$ cat config.mk
export PLATFORM = sky130hd
export DESIGN_NAME = pipe_ctrl
export DESIGN_NICKNAME = d
export VERILOG_FILES = /design/src/rtl/pipe_ctrl.sv
export SDC_FILE = /design/constraint.sdc
export NUM_CORES = 1
export LEC_CHECK = 0
export CAP_MARGIN = 25
export CORE_ASPECT_RATIO = 0.9
export CORE_MARGIN = 10
export CORE_UTILIZATION = 49
export DETAILED_ROUTE_END_ITERATION = 8
export GPL_TIMING_DRIVEN = 0
export PLACE_DENSITY = 0.84
export SETUP_SLACK_MARGIN = 0.3
export SKIP_LAST_GASP = 1
export SLEW_MARGIN = 20
export SYNTH_ARGS = -nofsm -noshare
export SYNTH_HDL_FRONTEND = slang
export SYNTH_SLANG_ARGS = --single-unit
export TNS_END_PERCENT = 10
$ cat constraint.sdc
create_clock -name clk -period 4.7 [get_ports clk]
set_clock_uncertainty 0.05 [all_clocks]
set_input_delay 0.47 -clock clk [delete_from_list [all_inputs] [get_ports clk]]
set_output_delay 0.47 -clock clk [all_outputs]
set_load 0.01 [all_outputs]
$ cat src/rtl/pipe_ctrl.sv
// pipe_ctrl: central stall/flush controller with branch/trap PC redirect
module pipe_ctrl #(
  parameter int PC_W = 12,
  parameter int TIMEOUT = 16,
  parameter logic [PC_W-1:0] TRAP_VEC = '0
) (
  input  logic            clk,
  input  logic            rst,
  input  logic            stallreq_id,
  input  logic            stallreq_ex,
  input  logic            stallreq_mem,
  input  logic            branch_i,
  input  logic [PC_W-1:0] branch_pc_i,
  output logic [5:0]      stall_o,
  output logic [5:0]      flash_o,
  output logic            pc_load_o,
  output logic [PC_W-1:0] pc_target_o,
  output logic            trap_o,
  output logic [15:0]     stall_cycles_o
);
  localparam int CW = $clog2(TIMEOUT);
  typedef enum logic {RUN, REFILL} st_t;
  st_t r_st;
  logic            r_pend_v;
  logic [PC_W-1:0] r_pend_pc;
  logic [CW-1:0]   r_wait_cnt;
  logic            w_trap;
  logic            w_held;
  assign w_trap = stallreq_mem && (r_wait_cnt == CW'(TIMEOUT - 1));
  assign w_held = stallreq_mem || stallreq_ex;
  // priority-ordered request decode; everything is silenced while in reset
  always_comb begin
    stall_o = '0;
    flash_o = '0;
    pc_load_o = 1'b0;
    pc_target_o = '0;
    trap_o = 1'b0;
    if (!rst) begin
      if (w_trap) begin
        flash_o = 6'b011110;
        pc_load_o = 1'b1;
        pc_target_o = TRAP_VEC;
        trap_o = 1'b1;
      end else if (stallreq_mem) begin
        stall_o = 6'b011111;
      end else if (stallreq_ex) begin
        stall_o = 6'b001111;
      end else if (r_pend_v || branch_i) begin
        flash_o = 6'b000110;
        pc_load_o = 1'b1;
        pc_target_o = r_pend_v ? r_pend_pc : branch_pc_i;
      end else if (r_st == REFILL) begin
        flash_o = 6'b000010;
      end else if (stallreq_id) begin
        stall_o = 6'b000111;
      end
    end
  end
  // redirect bookkeeping, memory-wait timeout and stall statistics
  always_ff @(posedge clk) begin
    if (rst) begin
      r_st <= RUN;
      r_pend_v <= 1'b0;
      r_pend_pc <= '0;
      r_wait_cnt <= '0;
      stall_cycles_o <= '0;
    end else begin
      r_wait_cnt <= (stallreq_mem && !w_trap) ? r_wait_cnt + 1'b1 : '0;
      if (stall_o[0] && stall_cycles_o != 16'hFFFF)
        stall_cycles_o <= stall_cycles_o + 16'd1;
      if (w_trap) begin
        r_pend_v <= 1'b0;
        r_st <= REFILL;
      end else if (w_held) begin
        if (branch_i) begin
          r_pend_v <= 1'b1;
          r_pend_pc <= branch_pc_i;
        end
      end else if (r_pend_v) begin
        r_pend_v <= branch_i;
        if (branch_i)
          r_pend_pc <= branch_pc_i;
        r_st <= REFILL;
      end else if (branch_i) begin
        r_st <= REFILL;
      end else if (r_st == REFILL) begin
        r_st <= RUN;
      end
    end
  end
endmodule
After elaboration in Yosys (flattened, before gate mapping)
Index checks and enable logic that the tools add are counted.
{"block": "totals", "ramBits": 0, "n_memories": 0, "wordCells": 59, "rom_bits": 0, "register_bits": 34, "latch_bits": 0, "input_bits": 18}
{"block": "op_classes", "n_reduce_logical": 10, "n_eq_ne": 4, "bitwise": 2, "shifts": 0, "order_cmp": 0, "n_mux": 36, "div_mod_pow": 0, "addsub": 2, "n_mul": 0}
{"op": "$mux W12", "count": 9}
{"op": "$mux W3", "count": 6}
{"op": "$add A16 B1 Y16 const B", "count": 1}
{"op": "$ne A16 B16 Y1 const B", "count": 1}
{"op": "$mux W5", "count": 3}
{"op": "$mux W1", "count": 14}
{"op": "$mux W6", "count": 2}
{"op": "$add A4 B1 Y4 const B", "count": 1}
{"op": "$eq A4 B4 Y1 const B", "count": 1}
{"op": "$mux W4", "count": 1}
{"op": "$ne A2 B2 Y1 const B", "count": 2}
{"op": "$reduce_or A2 Y1", "count": 2}
{"op": "$logic_and A1 B1 Y1", "count": 3}
{"op": "$logic_or A1 B1 Y1", "count": 2}
{"op": "$mux W2", "count": 1}
{"op": "$not A1 Y1", "count": 2}
{"op": "$reduce_and A2 Y1", "count": 1}
{"op": "$reduce_bool A2 Y1", "count": 1}
{"op": "$logic_not A1 Y1", "count": 1}

Longest topological paths before layout
{"block": "depth", "word_depth": 8, "ltp_mapped": 7}

Worst setup path before layout
Ideal clock, no wire load.
{"block": "synth_path", "path_type": "in2out", "startpoint": "input port stallreq_ex", "endpoint": "output port stall_o[1]", "stages": 4, "path_buffers": 1, "required_ps": 4180, "arrival_time_ps": 1384, "slack_ps": 2796, "path_cell_list": "or2_2 o21ai_1 inv_1 buf_4"}
{"block": "synth_between", "elab_chain_cells": 4}
{"item": "start, declared", "line": "10", "text": "input logic stallreq_ex,"}
{"item": "$mux W4", "line": "46", "text": "end else if (stallreq_ex) begin"}
{"item": "$mux W5", "line": "44", "text": "end else if (stallreq_mem) begin"}
{"item": "$mux W5", "line": "39", "text": "if (w_trap) begin"}
{"item": "$mux W6", "line": "38", "text": "if (!rst) begin"}
{"item": "end, declared", "line": "14", "text": "output logic [5:0] stall_o,"}
Every way passes these cells.

Final worst setup path
{"block": "layout_path", "startpoint": "input port rst", "endpoint": "output port flash_o[4]"}
{"block": "layout_between", "elab_chain_cells": 1}
{"item": "start, declared", "line": "8", "text": "input logic rst,"}
{"item": "$mux W6", "line": "38"}
{"item": "end, declared", "line": "15", "text": "output logic [5:0] flash_o,"}
Every way passes these cells.

==> results.json <==
{
  "status": "finished, final reports clean",
  "portBuffers": 56,
  "synth_edf_count": 0,
  "num-fill-cells": 321,
  "max_cap_viol_count": 0,
  "finalSetupViolations": 0,
  "totalWireLength_um": 5040,
  "initial_core_util_pct": 50.1,
  "h-tree-depth": 2,
  "tritoncts": "done",
  "fin_crit_sh_pct": 68.5,
  "nNetsFinal": 294,
  "yosys_warnings": 0,
  "grt-ovfl-total": 0,
  "holdBufCountCts": 0,
  "cts_resized": 0,
  "dr.pass1.iters": 4,
  "final_common_cell": "clkdlybuf4s50_1",
  "route.detailed.drc": 0,
  "max_freq_mhz": 310,
  "grtUsageTotal_pct": 14.8,
  "synthCells": 209,
  "p_total_uw": 623,
  "hold_violations": 0,
  "die_w_um": 84.6,
  "postCtsSetupRepairBufs": 0,
  "worstPathCellList": "clkdlybuf4s50_1 -> clkbuf_1 -> buf_1 -> nor2_1 -> buf_4 -> clkdlybuf4s50_1",
  "gp_congestion": 0.820,
  "clkTransAtPathRegs_ns": 0.06,
  "grt_first_pass_wirelength_um": 8360,
  "setup.worst_path.end_class": "output port",
  "wl_per_cell_um": 15.7,
  "cts-root-buf": "clkbuf_8",
  "ys_seq_elements": 34,
  "layout_common_cells": "clkdlybuf4s50_1, nor2_1, dfxtp_1",
  "layout_setup_ws_ns": 1.48,
  "path_class": "input pin to output port",
  "ys.flop_type": "dfxtp_1",
  "postSynthAreaPerCell_sq_um": 8.81,
  "timing.critical_path.slowest_cell_delay_ns": 0.61,
  "grt_max_degree": 11,
  "crit_path_top_delay_cell": "clkdlybuf4s50_1",
  "place_ws_ns": 1.48,
  "dpl.hpwl_um": 3850,
  "rsz0062_at_grt": "false",
  "die_h_um": 78.2,
  "yosysSeqAreaShare_pct": 37.0,
  "required_ns": 4.18,
  "setup_tns_ns": 0,
  "drive_gt1_share_pct": 10.9,
  "syn_area_sq_mm": 0.00184,
  "p_leak_uw": 0.000985,
  "cts.sinks": 34,
  "min_period_ns": 3.22,
  "die_area_sq_mm": 0.00661,
  "max_slew_margin_pct": 53.8,
  "grt_pass1_vias": 1736,
  "crit_top_cell": "clkdlybuf4s50_1",
  "coreArea_sq_mm": 0.00368,
  "hold_class": "flip-flop to flip-flop",
  "power.density_mw_per_mm2": 244,
  "worstPathArrival_ns": 2.70,
  "first_iter_violations": 151,
  "async_reset_ff_share_pct": 0,
  "insertion_delay_ns": 0.28,
  "cts_buffers": 5,
  "crit_fanout": 10,
  "start_kind": "input pin",
  "rows": 21,
  "num_vias": 1780,
  "antenna_found_initial": 0,
  "diodes": 0,
  "cts_buffer_depth": 2,
  "slew_viol_final": 0,
  "peakVddDrop_uv": 201,
  "via_per_inst": 5.55,
  "area_growth_pct": 38.9,
  "final_antenna_net_count": 0,
  "synth_cell_types": 47,
  "io-pin-count": 60,
  "tightest_slew_ns": 0.690
}
==> sequential cells by signal, indices dropped and copies added (netlist names) <==
signal and count:
stall_cycles_o 16, r_st 1, r_pend_v 1, r_pend_pc 12, r_wait_cnt 4
==> area by class of cell <==
type	count	area (sq um)	area share, %
Inverter	4	15.0	0.587
Timing Repair Buffer	56	561	21.9
Buffer	18	100	3.91
Sequential cell	34	681	26.6
Tap cell	46	57.6	2.25
Multi-Input combinational cell	155	1050	41.2
Clock buffer	7	86.3	3.37
Clock inverter	1	5.00	0.196
==> cell usage after synthesis (all sizes together) (4+ instances only) <==
master	number	share of area (%)
a21oi	12	3.3
buf	12	4.2
clkbuf	6	1.2
dfxtp	34	37
inv	4	0.81
mux2i	25	14
nand2	6	1.2
nand3	9	2.4
nand4	6	3.2
nor2	34	6.9
nor3	4	1.1
o21ai	6	1.6
o31ai	6	2.4
or4	7	2.9
==> routing by layer <==
layer	share of wire [%]	vias to the layer above	routed length [um]	track usage (%)
met2	51	45	2560	25.9
met3	5.0	9	253	4.02
met1	43	833	2170	17.3
li1	-	893	-	-
met4	1.3	0	65	3.95
met5	0	-	0	0
==> final timing paths <==
check	start	slack, ns	endpoint	cells past startpoint
setup / recovery	rst	1.48	flash_o[4]	6
hold / removal	r_wait_cnt[0]	0.40	r_wait_cnt[0]	1
setup reg to reg	r_wait_cnt[0]	2.55	stall_cycles_o[14]	6
hold reg to reg	r_wait_cnt[0]	0.40	r_wait_cnt[0]	1
==> critical path: cells and delay by family <==
| kind | cells | cell delay [ns] |
|---|---|---|
| buffers and inverters | 5 | 2.08 |
| and+or+nand+nor | 1 | 0.15 |
==> metrics by stage <==
step                      hold slack [ns]  util [%]  cell area [sq um]  instances
after global routing                0.424      69.6               2560        321
after detailed placement            0.386      67.1               2470        313
after global placement              0.380      67.1               2470        313
final                               0.403      69.6               2560        321
after CTS                           0.402      69.6               2560        321
after floorplan                     0.368         -               1850        211
==> logic make-up after synthesis <==
group / count (synthesis) / synth area share [%]
xor gates and xnor gates: 2 / 0.951
AOI/OAI and AO/OA: 36 / 12.8
DFF: 34 / 37.0
muxes: 28 / 15.4
buffers and inverters: 22 / 6.25
and+or+nand+nor: 84 / 26.0
other: 1 / 0.204
adders and majority gates: 2 / 1.36
==> power by group <==
| part | switching [uW] | internal (uW) |
|---|---|---|
| logic | 46.5 | 51.4 |
| registers | 6.29 | 298 |
| clock network | 103 | 118 |
| total | 155 | 468 |
Power figures use the tool's default switching activity.
